File: config.mk
export PLATFORM = sky130hd
export DESIGN_NAME = gpr_sb_regfile
export DESIGN_NICKNAME = d
export VERILOG_FILES = /design/src/rtl/gpr_sb_regfile.sv
export SDC_FILE = /design/constraint.sdc
export NUM_CORES = 2
export LEC_CHECK = 0
export ABC_AREA = 1
export CAP_MARGIN = 10
export CORE_ASPECT_RATIO = 1.1
export CORE_MARGIN = 2
export CORE_UTILIZATION = 50
export DETAILED_ROUTE_END_ITERATION = 10
export PLACE_DENSITY = 0.66
export SKIP_LAST_GASP = 1
export SLEW_MARGIN = 25
export SYNTH_ARGS = -nofsm -noshare
export SYNTH_HDL_FRONTEND = slang
export SYNTH_SLANG_ARGS = --single-unit
File: constraint.sdc
create_clock -name clk -period 7.1 [get_ports clk]
set_input_delay 1.775 -clock clk [delete_from_list [all_inputs] [get_ports clk]]
set_output_delay 1.775 -clock clk [all_outputs]
set_load 0.02 [all_outputs]
File: src/rtl/gpr_sb_regfile.sv
// General-purpose register file with N combinational read ports, one writeback
// port, optional writeback-to-read forwarding and a per-register pending-write scoreboard.
module gpr_sb_regfile #(
  parameter int ADDR_WIDTH = 5,
  parameter int DATA_WIDTH = 32,
  parameter int NUM_RPORTS = 2,
  parameter int PEND_WIDTH = 2,
  parameter int BYPASS     = 1
) (
  input  logic                             clk,
  input  logic                             rst,
  input  logic [NUM_RPORTS-1:0]            rd_en,
  input  logic [NUM_RPORTS*ADDR_WIDTH-1:0] rd_addr,
  output logic [NUM_RPORTS*DATA_WIDTH-1:0] rd_data,
  output logic [NUM_RPORTS-1:0]            rd_busy,
  input  logic                             iss_valid,
  input  logic [ADDR_WIDTH-1:0]            iss_rd,
  output logic                             iss_ready,
  input  logic                             wb_valid,
  input  logic [ADDR_WIDTH-1:0]            wb_addr,
  input  logic [DATA_WIDTH-1:0]            wb_data,
  input  logic                             flush,
  output logic                             wb_err
);

  localparam int NREG = 1 << ADDR_WIDTH;
  localparam logic [PEND_WIDTH-1:0] PEND_MAX = '1;

  logic [DATA_WIDTH-1:0] regs    [NREG];
  logic [PEND_WIDTH-1:0] cnt     [NREG];
  logic [PEND_WIDTH-1:0] cnt_nxt [NREG];
  logic                  err_q;

  logic wb_act;
  logic wb_dec;
  logic iss_act;
  logic iss_full;
  logic wb_hit_iss;
  logic iss_inc;

  // Writes and issues to x0 are swallowed here, so cnt[0] and regs[0] never move.
  assign wb_act     = wb_valid && (wb_addr != '0);
  assign wb_dec     = wb_act && (cnt[wb_addr] != '0);
  assign iss_act    = iss_valid && (iss_rd != '0) && !flush;
  assign iss_full   = (cnt[iss_rd] == PEND_MAX);
  assign wb_hit_iss = wb_dec && (wb_addr == iss_rd);

  // Handshake: an allocation transfers on a posedge where iss_valid && iss_ready.
  // iss_ready is combinational and drops only when the target counter is saturated
  // and no same-cycle decrementing writeback frees a slot; a refused issue has no effect.
  assign iss_ready = rst || !(iss_act && iss_full && !wb_hit_iss);
  assign iss_inc   = iss_act && iss_ready;

  assign wb_err = err_q;

  for (genvar p = 0; p < NUM_RPORTS; p++) begin : g_rd
    logic [ADDR_WIDTH-1:0] a;
    logic [PEND_WIDTH-1:0] c;
    logic                  live;
    logic                  byp;

    assign a    = rd_addr[p*ADDR_WIDTH +: ADDR_WIDTH];
    assign c    = cnt[a];
    assign live = rd_en[p] && !rst && (a != '0);
    assign byp  = (BYPASS != 0) && wb_valid && (wb_addr == a);

    assign rd_data[p*DATA_WIDTH +: DATA_WIDTH] = !live ? '0 : (byp ? wb_data : regs[a]);
    // A forwarded writeback retires one outstanding write, so one pending is not busy.
    assign rd_busy[p] = live && (byp ? (c > PEND_WIDTH'(1)) : (c != '0));
  end

  always_comb begin
    for (int r = 0; r < NREG; r++) begin
      cnt_nxt[r] = cnt[r];
      if (flush) begin
        cnt_nxt[r] = '0;
      end else begin
        if (iss_inc && (iss_rd == ADDR_WIDTH'(r)) && !(wb_dec && (wb_addr == ADDR_WIDTH'(r))))
          cnt_nxt[r] = cnt[r] + PEND_WIDTH'(1);
        else if (wb_dec && (wb_addr == ADDR_WIDTH'(r)) && !(iss_inc && (iss_rd == ADDR_WIDTH'(r))))
          cnt_nxt[r] = cnt[r] - PEND_WIDTH'(1);
      end
    end
  end

  always_ff @(posedge clk) begin
    if (rst) begin
      for (int r = 0; r < NREG; r++) begin
        regs[r] <= '0;
        cnt[r]  <= '0;
      end
      err_q <= 1'b0;
    end else begin
      for (int r = 0; r < NREG; r++) begin
        cnt[r] <= cnt_nxt[r];
      end
      if (wb_act) begin
        regs[wb_addr] <= wb_data;
        // Error check uses the pre-flush count, so a flush does not mask it.
        if (cnt[wb_addr] == '0)
          err_q <= 1'b1;
      end
    end
  end

endmodule
==> out/results.env <==
OUTCOME='finished, final reports clean'
SYNTH.AVG_CELL_AREA_UM2=8.30
MAPPEDNETLISTAREA_MM2=0.0617
MAXSLEWVIOLCOUNT=0
RSZ0062_AT_GRT='no'
GRT_USAGE_PCT=38.7
YS_SEQ_AREA_SHARE_PCT=52.0
SYNTH.TOP_CELL.AREA_SHARE_PCT=49.9
TOTALNEGATIVESETUPSLACK_PS=0
NUM-NETS-FINAL=7302
HOLDCRITPATHCLASS='reg2reg'
DIE_AREA_MM2=0.126
CTS.SINKS=1089
TIMING.MAX_SLEW.REL_SLACK_PCT=23.3
HTREE_LEVELS=3
DRT_FIRST_PASS_ITERS=7
STANDARD_CELL_ROWS=135
HEIGHT_OF_THE_CHIP_UM=372
NETLIST.TOP_CELL.BY_AREA='sky130_fd_sc_hd__edfxtp_1'
INSTANCES_NO_FILL=8963
SYNTH_EDF_COUNT=1024
CRITPATHCAPTURETYPE='output port'
YS.WARNINGS.COUNT=0
WORST_R2R_PATH_DEPTH=18
FRACTION_OF_LAYOUT_INSTANCES_USING_A_DRIVE_STRENGTH_ABOVE_1_PCT=6.97
PLACEMENT.IO_BUFFERS=126
DRT.ANTENNA.VIOLATING_NETS=0
FINAL.PERIOD_UTILIZATION_PCT=98.5
DR.FIRST_ITER.DRC_COUNT=11004
MAX_CLOCK_FREQ_MHz=143
POWER.TOTAL_mW=15.9
CAP_VIOL_MAX_COUNT=0
VIAS_PER_CELL=6.60
ROUTE.DETAILED.DRC=0
NUMBER_OF_ANTENNA_VIOLATIONS_AT_THE_FIRST_CHECK_IN_GLOBAL_ROUTING=13
POST-PLACE-CELLS=8735
MEASURED_SLEW_AT_THE_WORST_SLEW_CHECK_PIN_PS=1150
VIA_COUNT=59147
SYNTH_CELLS=7432
WORSTREG2REGSTART='cnt[30][0]'
WORST_SETUP_PATH_ENDPOINT='rd_data[59]'
CP.REQUIRED_PS=5330
CRIT_PATH_START='wb_addr[4]'
DIE_W_UM=339
CTS_BUFFERS=118
VDD_DROP_MAX_V=0.000191
FINALCLOCKSKEW_PS=31.0
SYNTH.AREA.TOP_CELLS='sky130_fd_sc_hd__edfxtp_1, sky130_fd_sc_hd__nor2_1, sky130_fd_sc_hd__nand3_1'
POWERDENSITY_mW_PER_MM2=232
TRITONCTS_CLOCK_TREE='done'
CTSRESIZECOUNT=0
CRIT-REG2REG-CAPTURE='cnt[25][1]'
ROUTED_WIRELENGTH_UM=251000
ROUTABILITYCONGESTION=0.962
SYNTH_ASYNC_SR_FLOP_SHARE_PCT=0
FF2FF_SETUP_SLACK_PS=3770
SYNTH_SEQ_CELLS=1089
CLOCK_PATH_BUFFERS=3
CRIT_PATH_MAX_FANOUT=15
CLOCK-ROOT-BUFFER='sky130_fd_sc_hd__clkbuf_16'
FINAL.MIN_CLOCK_PERIOD_PS=7000
HOLDBUFCOUNTCTS=0
YS_TYPES=34
PIN_COUNT_OF_THE_BIGGEST_NET_ENTERING_GLOBAL_ROUTING=149
REPORT.FINAL.SETUP_VIOL=0
START_TO_END_TYPE_OF_THE_WORST_SETUP_PATH='in2out'
CTS.REPORTEDPATHS.CLKPINSLEW_PS=60
NUM_IO_PINS=127
GRT_PASS1_WL_UM=361000
DRT-WIRELENGTH-PER-CELL_UM=28.0
AREA_GROWTH_PCT=10.8
GRT-OVFL-TOTAL=0
INITIAL_CORE_UTIL_PCT=50.2
PLACE_HPWL_UM=146000
POSTCTSSETUPREPAIRBUFS=0
WORST_EP_ARRIVAL_TIME_PS=5220
REPORT.FINAL.HOLD_VIOL_COUNT=0
INSERTION_DELAY_PS=750
YOSYS_MOST_USED_DFF='sky130_fd_sc_hd__edfxtp_1'
POWER.LEAKAGE_nW=25.4
PLACEABLECOREAREA_MM2=0.123
TIMING.CRITICAL_PATH.FROM_TYPE='input port'
VIAS_IN_THE_FIRST_GLOBAL_ROUTE=54063
-- layout by cell type (no fill, tap or decap), types with 10 or more instances in the layout --
| cell | Yosys | layout |
|---|---|---|
| sky130_fd_sc_hd__nor2_1 | 1323 | 1317 |
| sky130_fd_sc_hd__o21a_1 | 32 | 32 |
| sky130_fd_sc_hd__edfxtp_1 | 1024 | 1024 |
| sky130_fd_sc_hd__bufinv_16 | 0 | 11 |
| sky130_fd_sc_hd__a21oi_1 | 592 | 592 |
| sky130_fd_sc_hd__o211ai_1 | 448 | 448 |
| sky130_fd_sc_hd__buf_4 | 13 | 156 |
| sky130_fd_sc_hd__clkdlybuf4s50_1 | 0 | 113 |
| sky130_fd_sc_hd__nand2_1 | 980 | 945 |
| sky130_fd_sc_hd__inv_2 | 13 | 33 |
| sky130_fd_sc_hd__nand3_2 | 22 | 30 |
| sky130_fd_sc_hd__o2111ai_1 | 26 | 26 |
| sky130_fd_sc_hd__conb_1 | 2 | 34 |
| sky130_fd_sc_hd__clkbuf_16 | 0 | 118 |
| sky130_fd_sc_hd__ha_1 | 32 | 32 |
| sky130_fd_sc_hd__nor2_2 | 9 | 10 |
| sky130_fd_sc_hd__o22ai_1 | 54 | 54 |
| sky130_fd_sc_hd__clkinv_2 | 0 | 28 |
| sky130_fd_sc_hd__dfxtp_1 | 65 | 65 |
| sky130_fd_sc_hd__nand2_2 | 5 | 40 |
| sky130_fd_sc_hd__buf_12 | 0 | 51 |
| sky130_fd_sc_hd__clkinv_1 | 7 | 45 |
| sky130_fd_sc_hd__nand4_1 | 79 | 79 |
| sky130_fd_sc_hd__clkbuf_1 | 412 | 21 |
| sky130_fd_sc_hd__o21bai_1 | 31 | 31 |
| sky130_fd_sc_hd__o21ai_0 | 715 | 715 |
| sky130_fd_sc_hd__nand3_1 | 774 | 766 |
| sky130_fd_sc_hd__inv_1 | 479 | 452 |
-- sequential cells by signal, indices dropped and copies added (netlist names) --
signal and cells:
cnt 64, regs 1024, wb_err 1
-- power by group --
part | switching (mW) | leakage [nW] | internal [mW]
Sequential | 0.139 | 10.3 | 7.35
Clock | 2.71 | 1.86 | 3.46
Combinational | 1.63 | 13.2 | 0.576
-- worst min path at each step --
| stage | depth (start not counted) | end | start | slack [ps] |
|---|---|---|---|---|
| floorplan | 2 | cnt[0][0] | cnt[0][0] | 470 |
| global placement | 2 | cnt[0][0] | cnt[0][0] | 500 |
| detailed placement | 2 | wb_err | wb_err | 500 |
| CTS | 2 | wb_err | wb_err | 520 |
| global route | 2 | wb_err | wb_err | 560 |
| finish | 2 | wb_err | wb_err | 520 |
-- through the flow --
stage | hold slack [ps] | instance area [um^2] | util [%] | worst slack, ps
floorplan | 473 | 61800 | - | 2000
global route | 560 | 68300 | 55.6 | 3.08
finish | 517 | 68300 | 55.6 | 105
detailed placement | 499 | 64500 | 52.5 | 236
CTS | 516 | 68300 | 55.6 | 232
global placement | 503 | 64500 | 52.5 | 308
-- per-layer routing --
layer	share of wire (%)	global-route usage (%)	wire length (um)
met5	0.031	0	77
met4	7.0	24.4	17500
met3	16	10.6	39000
met2	42	56.5	104000
met1	36	51.2	90100
-- final cells by class --
cell class | count | area [um^2]
fill | 10996 | 54500
sequential | 1089 | 32100
multi-input combinational | 5172 | 25100
timing repair buffer | 330 | 3430
clock buffer | 141 | 3060
tap | 1644 | 2060
inverter | 500 | 1900
clock inverter | 82 | 708
antenna | 5 | 12.5
-- kinds of logic (layout without fill, tap and decap cells) --
| kind of cell | Yosys count | after routing | synth area share (%) |
|---|---|---|---|
| and+or+nand+nor | 3197 | 3197 | 21.7 |
| AOI/OAI and AO/OA | 1909 | 1909 | 17.9 |
| adders and majority gates | 32 | 32 | 0.649 |
| other | 2 | 39 | 0.0122 |
| buffers and inverters | 1203 | 1053 | 7.81 |
| DFF | 1089 | 1089 | 52.0 |
-- worst max-delay path: stages --
cell and delay [ps]:
sky130_fd_sc_hd__clkdlybuf4s50_1 740, sky130_fd_sc_hd__inv_2 300, sky130_fd_sc_hd__o22ai_1 110, sky130_fd_sc_hd__nor2_1 130, sky130_fd_sc_hd__nand3_2 680, sky130_fd_sc_hd__inv_1 560, sky130_fd_sc_hd__nand2_1 90, sky130_fd_sc_hd__a21oi_1 170
sky130_fd_sc_hd__clkdlybuf4s50_1 640
-- Yosys cell counts, types with 2 or more instances --
| cell type | count |
|---|---|
| sky130_fd_sc_hd__nand2_1 | 980 |
| sky130_fd_sc_hd__conb_1 | 2 |
| sky130_fd_sc_hd__o21ai_1 | 4 |
| sky130_fd_sc_hd__o2111ai_1 | 26 |
| sky130_fd_sc_hd__nor2_2 | 9 |
| sky130_fd_sc_hd__clkinv_1 | 7 |
| sky130_fd_sc_hd__o221ai_1 | 3 |
| sky130_fd_sc_hd__a221oi_1 | 3 |
| sky130_fd_sc_hd__buf_1 | 77 |
| sky130_fd_sc_hd__a21oi_1 | 592 |
| sky130_fd_sc_hd__ha_1 | 32 |
| sky130_fd_sc_hd__nand2_2 | 5 |
| sky130_fd_sc_hd__buf_4 | 13 |
| sky130_fd_sc_hd__o21bai_1 | 31 |
| sky130_fd_sc_hd__nand4_1 | 79 |
| sky130_fd_sc_hd__dfxtp_1 | 65 |
| sky130_fd_sc_hd__nand3_1 | 774 |
| sky130_fd_sc_hd__clkbuf_1 | 412 |
| sky130_fd_sc_hd__nand3_2 | 22 |
| sky130_fd_sc_hd__o211ai_1 | 448 |
| sky130_fd_sc_hd__inv_1 | 479 |
| sky130_fd_sc_hd__inv_2 | 13 |
| sky130_fd_sc_hd__edfxtp_1 | 1024 |
| sky130_fd_sc_hd__buf_2 | 201 |
| sky130_fd_sc_hd__o22ai_1 | 54 |
| sky130_fd_sc_hd__nor2_1 | 1323 |
| sky130_fd_sc_hd__o21a_1 | 32 |
| sky130_fd_sc_hd__o21ai_0 | 715 |
| sky130_fd_sc_hd__nor2_4 | 2 |
(Power assumes the default switching activity.)
